--- src/rtl/collision_detector_if.sv ---
// Hit-event stream between the collision detector and the score unit.
// The master side presents {ev_torp, ev_rock} with ev_valid; the slave
// side accepts with ev_ready. Index widths follow the detector parameters.
interface collision_detector_if #(
    parameter int TORPEDOS = 2,
    parameter int ROCKS    = 8
);
    localparam int TW = $clog2(TORPEDOS) + 1;
    localparam int RW = $clog2(ROCKS) + 1;

    logic          ev_valid;
    logic          ev_ready;
    logic [TW-1:0] ev_torp;
    logic [RW-1:0] ev_rock;

    modport master (
        output ev_valid,
        output ev_torp,
        output ev_rock,
        input  ev_ready
    );

    modport slave (
        input  ev_valid,
        input  ev_torp,
        input  ev_rock,
        output ev_ready
    );
endinterface

--- src/rtl/collision_detector.sv ---
// collision_detector
// Watches the per-pixel draw flags of the torpedo and rock sprite units,
// latches every torpedo/rock overlap seen during a frame, and at vsync
// resolves the frame's overlaps into one-cycle hit pulses plus a handshaked
// stream of {torpedo, rock} events for the score unit.
//
// Optional feature: define SHIP_COLLISION_EN to also latch ship/rock
// overlaps and pulse o_ship_hit. Ship hits never claim a rock and never
// produce an event. Without the macro i_ship_draw is ignored and
// o_ship_hit is constant 0.
module collision_detector #(
    parameter int TORPEDOS = 2,
    parameter int ROCKS    = 8
) (
    input  logic                i_clk,
    input  logic                i_reset,
    input  logic                i_vsync,
    input  logic                i_pix_valid,
    input  logic [TORPEDOS-1:0] i_torp_draw,
    input  logic [ROCKS-1:0]    i_rock_draw,
    input  logic                i_ship_draw,
    output logic [TORPEDOS-1:0] o_torp_hit,
    output logic [ROCKS-1:0]    o_rock_hit,
    output logic                o_ship_hit,
    collision_detector_if.master ev_if,
    output logic                o_busy,
    output logic                o_overrun
);
    localparam int TW    = $clog2(TORPEDOS) + 1;
    localparam int RW    = $clog2(ROCKS) + 1;
    localparam int PAIRS = TORPEDOS * ROCKS;
    localparam int PIW   = $clog2(PAIRS) + 1;
    // At most one event per torpedo and one per rock, so this many slots suffice.
    localparam int DEPTH = (TORPEDOS < ROCKS) ? TORPEDOS : ROCKS;
    localparam int AW    = (DEPTH > 1) ? $clog2(DEPTH) : 1;
    localparam int SLOTS = 1 << AW;
    localparam int CW    = $clog2(DEPTH + 1);

    typedef enum logic [1:0] {
        S_IDLE  = 2'd0,
        S_SCAN  = 2'd1,
        S_PULSE = 2'd2,
        S_DRAIN = 2'd3
    } state_t;

    // Overlap matrices are flattened i-major: bit i*ROCKS+j is torpedo i vs rock j.
    logic [PAIRS-1:0]    r_acc;
    logic [PAIRS-1:0]    r_snap;
    logic [PAIRS-1:0]    w_ovl;

    state_t              r_state;
    logic [PIW-1:0]      r_pidx;
    logic [TW-1:0]       r_ti;
    logic [RW-1:0]       r_rj;
    logic [TORPEDOS-1:0] r_tclaim;
    logic [ROCKS-1:0]    r_rclaim;

    logic [TW-1:0]       r_fifo_t [SLOTS];
    logic [RW-1:0]       r_fifo_r [SLOTS];
    logic [AW-1:0]       r_wr;
    logic [AW-1:0]       r_rd;
    logic [CW-1:0]       r_cnt;

    logic [TORPEDOS-1:0] r_torp_hit;
    logic [ROCKS-1:0]    r_rock_hit;
    logic                r_ship_hit;
    logic                r_ev_valid;
    logic [TW-1:0]       r_ev_torp;
    logic [RW-1:0]       r_ev_rock;
    logic                r_overrun;

    logic [TORPEDOS-1:0] w_tsel;
    logic [ROCKS-1:0]    w_rsel;
    logic [PAIRS-1:0]    w_psel;
    logic                w_hit;
    logic                w_push;
    logic [TORPEDOS-1:0] w_tclaim_nxt;
    logic [ROCKS-1:0]    w_rclaim_nxt;
    logic [AW-1:0]       w_wr_nxt;
    logic [AW-1:0]       w_rd_nxt;
    logic                w_ship_snap;

`ifdef SHIP_COLLISION_EN
    logic r_ship_acc;
    logic r_ship_snap;
    logic w_ship_ovl;

    // Ship overlaps any drawn rock on a visible pixel.
    always_comb begin
        w_ship_ovl = i_pix_valid & i_ship_draw & (|i_rock_draw);
    end

    // Ship accumulator: sticky over the frame, snapshotted and restarted at vsync.
    always_ff @(posedge i_clk) begin
        if (i_reset) begin
            r_ship_acc  <= 1'b0;
            r_ship_snap <= 1'b0;
        end else if (i_vsync) begin
            r_ship_snap <= r_ship_acc;
            r_ship_acc  <= w_ship_ovl;
        end else begin
            r_ship_acc  <= r_ship_acc | w_ship_ovl;
        end
    end

    assign w_ship_snap = r_ship_snap;
`else
    logic w_unused_ship;
    assign w_unused_ship = i_ship_draw;
    assign w_ship_snap   = 1'b0;
`endif

    // Per-pixel torpedo/rock overlap matrix, masked by active video.
    always_comb begin
        w_ovl = '0;
        for (int i = 0; i < TORPEDOS; i++) begin
            for (int j = 0; j < ROCKS; j++) begin
                w_ovl[i*ROCKS + j] = i_pix_valid & i_torp_draw[i] & i_rock_draw[j];
            end
        end
    end

    // Frame accumulator: sticky ORs; vsync takes the snapshot and the
    // same-cycle overlap seeds the next frame.
    always_ff @(posedge i_clk) begin
        if (i_reset) begin
            r_acc  <= '0;
            r_snap <= '0;
        end else if (i_vsync) begin
            r_snap <= r_acc;
            r_acc  <= w_ovl;
        end else begin
            r_acc  <= r_acc | w_ovl;
        end
    end

    // One-hot decode of the current scan position (avoids variable bit-selects).
    always_comb begin
        w_tsel = '0;
        w_rsel = '0;
        w_psel = '0;
        for (int i = 0; i < TORPEDOS; i++) begin
            w_tsel[i] = (r_ti == TW'(i));
        end
        for (int j = 0; j < ROCKS; j++) begin
            w_rsel[j] = (r_rj == RW'(j));
        end
        for (int k = 0; k < PAIRS; k++) begin
            w_psel[k] = (r_pidx == PIW'(k));
        end
    end

    // Hit decision for the visited pair, next claim vectors and FIFO pointer steps.
    always_comb begin
        w_hit = (r_state == S_SCAN)
              & (|(r_snap & w_psel))
              & ~(|(r_tclaim & w_tsel))
              & ~(|(r_rclaim & w_rsel));
        w_push = w_hit & (r_cnt < CW'(DEPTH));
        if (w_push) begin
            w_tclaim_nxt = r_tclaim | w_tsel;
            w_rclaim_nxt = r_rclaim | w_rsel;
        end else begin
            w_tclaim_nxt = r_tclaim;
            w_rclaim_nxt = r_rclaim;
        end
        if (r_wr == AW'(DEPTH - 1)) begin
            w_wr_nxt = '0;
        end else begin
            w_wr_nxt = r_wr + AW'(1);
        end
        if (r_rd == AW'(DEPTH - 1)) begin
            w_rd_nxt = '0;
        end else begin
            w_rd_nxt = r_rd + AW'(1);
        end
    end

    // Resolution FSM: scan pairs, pulse the claims, drain the event FIFO;
    // a vsync from any state restarts the scan on the fresh snapshot.
    always_ff @(posedge i_clk) begin
        if (i_reset) begin
            r_state    <= S_IDLE;
            r_pidx     <= '0;
            r_ti       <= '0;
            r_rj       <= '0;
            r_tclaim   <= '0;
            r_rclaim   <= '0;
            r_wr       <= '0;
            r_rd       <= '0;
            r_cnt      <= '0;
            for (int k = 0; k < SLOTS; k++) begin
                r_fifo_t[k] <= '0;
                r_fifo_r[k] <= '0;
            end
            r_torp_hit <= '0;
            r_rock_hit <= '0;
            r_ship_hit <= 1'b0;
            r_ev_valid <= 1'b0;
            r_ev_torp  <= '0;
            r_ev_rock  <= '0;
            r_overrun  <= 1'b0;
        end else if (i_vsync) begin
            if (r_state != S_IDLE) begin
                r_overrun <= 1'b1;
            end else begin
                r_overrun <= r_overrun;
            end
            r_state    <= S_SCAN;
            r_pidx     <= '0;
            r_ti       <= '0;
            r_rj       <= '0;
            r_tclaim   <= '0;
            r_rclaim   <= '0;
            r_wr       <= '0;
            r_rd       <= '0;
            r_cnt      <= '0;
            r_torp_hit <= '0;
            r_rock_hit <= '0;
            r_ship_hit <= 1'b0;
            r_ev_valid <= 1'b0;
        end else begin
            case (r_state)
                S_IDLE: begin
                    r_state <= S_IDLE;
                end
                S_SCAN: begin
                    r_tclaim <= w_tclaim_nxt;
                    r_rclaim <= w_rclaim_nxt;
                    if (w_push) begin
                        r_fifo_t[r_wr] <= r_ti;
                        r_fifo_r[r_wr] <= r_rj;
                        r_wr           <= w_wr_nxt;
                        r_cnt          <= r_cnt + CW'(1);
                    end
                    if (r_pidx == PIW'(PAIRS - 1)) begin
                        r_pidx     <= '0;
                        r_ti       <= '0;
                        r_rj       <= '0;
                        r_state    <= S_PULSE;
                        r_torp_hit <= w_tclaim_nxt;
                        r_rock_hit <= w_rclaim_nxt;
                        r_ship_hit <= w_ship_snap;
                    end else begin
                        r_pidx <= r_pidx + PIW'(1);
                        if (r_rj == RW'(ROCKS - 1)) begin
                            r_rj <= '0;
                            r_ti <= r_ti + TW'(1);
                        end else begin
                            r_rj <= r_rj + RW'(1);
                        end
                    end
                end
                S_PULSE: begin
                    r_torp_hit <= '0;
                    r_rock_hit <= '0;
                    r_ship_hit <= 1'b0;
                    r_state    <= S_DRAIN;
                    if (r_cnt != '0) begin
                        r_ev_valid <= 1'b1;
                        r_ev_torp  <= r_fifo_t[r_rd];
                        r_ev_rock  <= r_fifo_r[r_rd];
                    end else begin
                        r_ev_valid <= 1'b0;
                    end
                end
                S_DRAIN: begin
                    if (r_ev_valid && ev_if.ev_ready) begin
                        r_rd  <= w_rd_nxt;
                        r_cnt <= r_cnt - CW'(1);
                        if (r_cnt == CW'(1)) begin
                            r_ev_valid <= 1'b0;
                            r_state    <= S_IDLE;
                        end else begin
                            r_ev_valid <= 1'b1;
                            r_ev_torp  <= r_fifo_t[w_rd_nxt];
                            r_ev_rock  <= r_fifo_r[w_rd_nxt];
                        end
                    end else if (r_cnt == '0) begin
                        r_ev_valid <= 1'b0;
                        r_state    <= S_IDLE;
                    end else begin
                        r_state <= S_DRAIN;
                    end
                end
                default: begin
                    r_state <= S_IDLE;
                end
            endcase
        end
    end

    assign o_torp_hit     = r_torp_hit;
    assign o_rock_hit     = r_rock_hit;
    assign o_ship_hit     = r_ship_hit;
    assign o_overrun      = r_overrun;
    assign o_busy         = (r_state != S_IDLE);
    assign ev_if.ev_valid = r_ev_valid;
    assign ev_if.ev_torp  = r_ev_torp;
    assign ev_if.ev_rock  = r_ev_rock;
endmodule
--- src/flat_wrapper.sv ---
// flat-port wrapper written by rule: the top's interface ports become plain ports
module collision_detector_flat 
#(
    parameter int TORPEDOS = 2,
    parameter int ROCKS    = 8
)
  (i_clk, i_reset, i_vsync, i_pix_valid, i_torp_draw, i_rock_draw, i_ship_draw, o_torp_hit, o_rock_hit, o_ship_hit, o_busy, o_overrun, ev_if_ev_valid, ev_if_ev_torp, ev_if_ev_rock, ev_if_ev_ready);
  collision_detector_if #(.TORPEDOS(TORPEDOS), .ROCKS(ROCKS)) ev_if_i ();
  input  logic i_clk;
  input  logic i_reset;
  input  logic i_vsync;
  input  logic i_pix_valid;
  input  logic [TORPEDOS-1:0] i_torp_draw;
  input  logic [ROCKS-1:0] i_rock_draw;
  input  logic i_ship_draw;
  output logic [TORPEDOS-1:0] o_torp_hit;
  output logic [ROCKS-1:0] o_rock_hit;
  output logic o_ship_hit;
  output logic o_busy;
  output logic o_overrun;
  output wire logic [$bits(ev_if_i.ev_valid)-1:0] ev_if_ev_valid;
  output wire logic [$bits(ev_if_i.ev_torp)-1:0] ev_if_ev_torp;
  output wire logic [$bits(ev_if_i.ev_rock)-1:0] ev_if_ev_rock;
  input wire logic [$bits(ev_if_i.ev_ready)-1:0] ev_if_ev_ready;
  assign ev_if_ev_valid = ev_if_i.ev_valid;
  assign ev_if_ev_torp = ev_if_i.ev_torp;
  assign ev_if_ev_rock = ev_if_i.ev_rock;
  assign ev_if_i.ev_ready = ev_if_ev_ready;
  collision_detector #(.TORPEDOS(TORPEDOS), .ROCKS(ROCKS)) u_core (.i_clk(i_clk), .i_reset(i_reset), .i_vsync(i_vsync), .i_pix_valid(i_pix_valid), .i_torp_draw(i_torp_draw), .i_rock_draw(i_rock_draw), .i_ship_draw(i_ship_draw), .o_torp_hit(o_torp_hit), .o_rock_hit(o_rock_hit), .o_ship_hit(o_ship_hit), .ev_if(ev_if_i), .o_busy(o_busy), .o_overrun(o_overrun));
endmodule
--- config.mk ---
export PLATFORM = sky130hd
export DESIGN_NAME = collision_detector_flat
export DESIGN_NICKNAME = d
export VERILOG_FILES = /design/src/rtl/collision_detector_if.sv /design/src/rtl/collision_detector.sv /design/src/flat_wrapper.sv
export SDC_FILE = /design/constraint.sdc
export NUM_CORES = 1
export LEC_CHECK = 0
export CAP_MARGIN = 25
export CORE_MARGIN = 2
export CORE_UTILIZATION = 50
export CTS_CLUSTER_DIAMETER = 40
export DETAILED_ROUTE_END_ITERATION = 12
export PLACE_DENSITY = 0.76
export SLEW_MARGIN = 20
export SYNTH_ARGS = -nofsm -noshare
export SYNTH_HDL_FRONTEND = slang
export SYNTH_SLANG_ARGS = --single-unit
--- constraint.sdc ---
create_clock -name i_clk -period 3.1 [get_ports i_clk]
set_input_delay 0.31 -clock i_clk [delete_from_list [all_inputs] [get_ports i_clk]]
set_output_delay 0.31 -clock i_clk [all_outputs]
set_load 0.05 [all_outputs]
==> run metrics <==
placed insts about 560; Post-CTS Hold Buffers 0; DRC viols 0; worst-path maximum fanout 18; met2 Track Usage GR 0.315; highest cell delay on the worst timing path between 0.8 and 0.9 ns; GRT Max-Usage Layer met2; grt met1 use 0.300; final core utilization 0.601; CTS max path bufs 2; RSZ-0062 raised after global routing no; Worst path top cell family by delay buffers and inverters; CTS tree done; synthesized flop and latch total 90; Tcrit/Tclk final 0.805; clock root buffer clkbuf_8; startpoint types register; yosys warns 0; Cell Area, Synth ~0.0040 mm2; Initial Util 0.519; setup slack at placement 0.699 ns; final setup vio count 0; TNS Setup 0 ns; Die W 93.8 um; first-pass GRT wire length 14,400 um; Pwr Density 471 mW/mm2; Filler Cells Inserted between 600 and 700; crit path cell chain or2_2 > clkdlybuf4s50_1; EDFF count, synth 12; Final Slew Violations 0; hpwl dp between 6000 and 7000 um; Buf/Inv on CP 1; CP Data Required Time 2.79 ns; slowest CP cell clkdlybuf4s50_1; prevailing post-synth register cell dfxtp_1; peak supply drop 0.223 mV; clk slew on worst S/H paths roughly 0.090 ns; layout cells sized above 1 0.0926; WS Path Type register to output port; H-tree levels 3; Die Y approximately 94 um; initial antenna violation count 0; # Max-Cap Violations 0; crit path time final roughly 2.5 ns; ANT cells 0; CTS sink cnt 90; Syn Inst Count ~440; final hold slack between 0.4 and 0.5 ns; status finished, final reports clean; Rel. slew slack 0.526; FMAX 401 MHz; hold violation total from the final report 0; post-synth cell types 53; Initial DRT Pass Iterations 5; Resize count post-CTS 0; Initial DRC Count 156; Final ANT Viol Nets 0; average size of a mapped cell approximately 9.1 um2; worst slew pin tran around 0.7 ns; min-delay worst type register to register; final worst slack 0.604 ns; Port Buffer Count 33; vias in the first global route 2,968; worst skew pair latency 0.37 ns; sequential fraction of the synthesis area 0.476; routed vias/inst 5.64; die area around 0.0088 mm2; total CTS buffers 9; met3 Use GR 0.0385; Routed Wire Length between 8000 and 9000 um; total number of vias ~3,300; core area 0.00777 mm2; routability congestion estimate about 0.89; setup bufs post-CTS 0; Ports 36; WP data arrival ~2.2 ns; largest net degree at the start of global routing 33; row count 32; Total Nets Final 498; Final Non-Filler Cells roughly 580; Routed WL per cell around 15 um; Overflow after GRT 0; Syn-to-layout area delta 15.7%; Fin Clk Skew 0.0120 ns; Worst Setup End Kind output port; Mapped Nets between 400 and 500; asr flop ratio synth 0; leak pwr 1.75 nW; GRT Util Overall 0.210
## flip-flops by register name, indices dropped and copies added (netlist names), 4 cells and up, named ones only
signal	flops
u_core.r_fifo_r	8
u_core.r_rj	4
u_core.r_pidx	5
u_core.r_snap	16
u_core.r_rclaim	8
u_core.ev_if.ev_rock	4
u_core.r_fifo_t	4
u_core.r_acc	16
u_core.o_rock_hit	8
## placed cells by master, fill, tap and decap left out, types with 4 or more instances in the layout
cell / synthesis / final
dfxtp_1: 78 / 78
nand2_1: 70 / 70
nor2_1: 44 / 43
inv_1: 9 / 9
clkdlybuf4s50_1: 0 / 33
o41ai_2: 4 / 4
o21ai_0: 36 / 36
a31oi_1: 7 / 7
ha_1: 12 / 12
mux2i_1: 24 / 24
o2bb2ai_1: 7 / 7
a21oi_1: 15 / 15
edfxtp_1: 12 / 12
nand3_1: 13 / 13
a211oi_1: 8 / 8
nor3_1: 4 / 4
nand2b_1: 4 / 4
nor2b_1: 8 / 8
and4_1: 5 / 5
clkbuf_8: 0 / 9
a22oi_1: 8 / 8
buf_4: 1 / 14
## worst register-to-register path, stage by stage (launching register included)
cell and delay [ns]:
dfxtp_1 0.47, inv_1 0.13, ha_1 0.30, a22oi_1 0.25
a22oi_1 0.10, o21bai_1 0.37, nand3_2 0.14, buf_4 0.24
o41ai_1 0.38
## routing by layer
metal / wire length [um] / share of wire
met4: 141 / 0.016
met2: 3890 / 0.45
met1: 4220 / 0.49
met5: 0 / 0
met3: 398 / 0.046
## Yosys cell counts (all sizes together), types with 2 or more instances
cell / count / area [um2]
buf: 10 / 60.1
and3: 5 / 37.5
nand2: 70 / 263
a22o: 3 / 26.3
a32o: 2 / 20.0
o31ai: 2 / 15.0
a22oi: 8 / 60.1
nand4: 3 / 18.8
and3b: 2 / 17.5
a211oi: 8 / 60.1
and4: 6 / 53.8
a31oi: 7 / 43.8
o41ai: 5 / 73.8
nand2b: 4 / 25.0
clkbuf: 21 / 78.8
a311oi: 2 / 17.5
or2: 3 / 18.8
dfxtp: 78 / 1560
nor2b: 8 / 50.1
mux2i: 24 / 240
inv: 9 / 33.8
edfxtp: 12 / 360
a21oi: 15 / 75.1
nand4b: 2 / 17.5
nor2: 44 / 165
a222oi: 2 / 20.0
xor2: 2 / 17.5
nor3: 4 / 20.0
ha: 12 / 150
o2bb2ai: 7 / 61.3
nand3: 14 / 75.1
o21ai: 36 / 180
## kinds of logic after synthesis
family                     Yosys count  share of synthesized area
muxes                               24                     0.0596
DFF                                 90                      0.476
xor gates and xnor gates             2                    0.00434
and+or+nand+nor                    169                      0.197
adders and majority gates           12                     0.0372
other                                1                   0.000930
buffers and inverters               41                     0.0437
AOI/OAI and AO/OA                  104                      0.181
## final cells by class
class	instances	area, um2	area share
well taps	102	128	0.0273
inverters	10	37.5	0.00804
clock inverters	7	82.6	0.0177
repair buffers	47	435	0.0933
clock buffers	9	124	0.0265
multi-input cells	312	1940	0.415
flip-flops and latches	90	1920	0.412
## metrics by stage
stage | instance area (um2) | power (mW)
after floorplan | 4030 | 1.33
after global placement | 4460 | 1.38
after detailed placement | 4460 | 1.38
after CTS | 4670 | 2.21
after global routing | 4670 | 2.27
final | 4670 | 2.20
## power by group
part           internal, mW  switching, mW
Sequential             1.20         0.0139
Combinational        0.0543         0.0862
Clock                 0.389          0.456
## worst paths after layout
| check | end | slack (ns) | cells past startpoint | start |
|---|---|---|---|---|
| setup / recovery | o_busy | 0.60 | 2 | u_core.r_state[1] |
| hold / removal | u_core.r_acc[2] | 0.46 | 2 | u_core.r_acc[2] |
| setup reg to reg | u_core.o_rock_hit[1] | 0.64 | 8 | u_core.r_rj[0] |
| hold reg to reg | u_core.r_acc[2] | 0.46 | 2 | u_core.r_acc[2] |
Power figures use the tool's default switching activity.
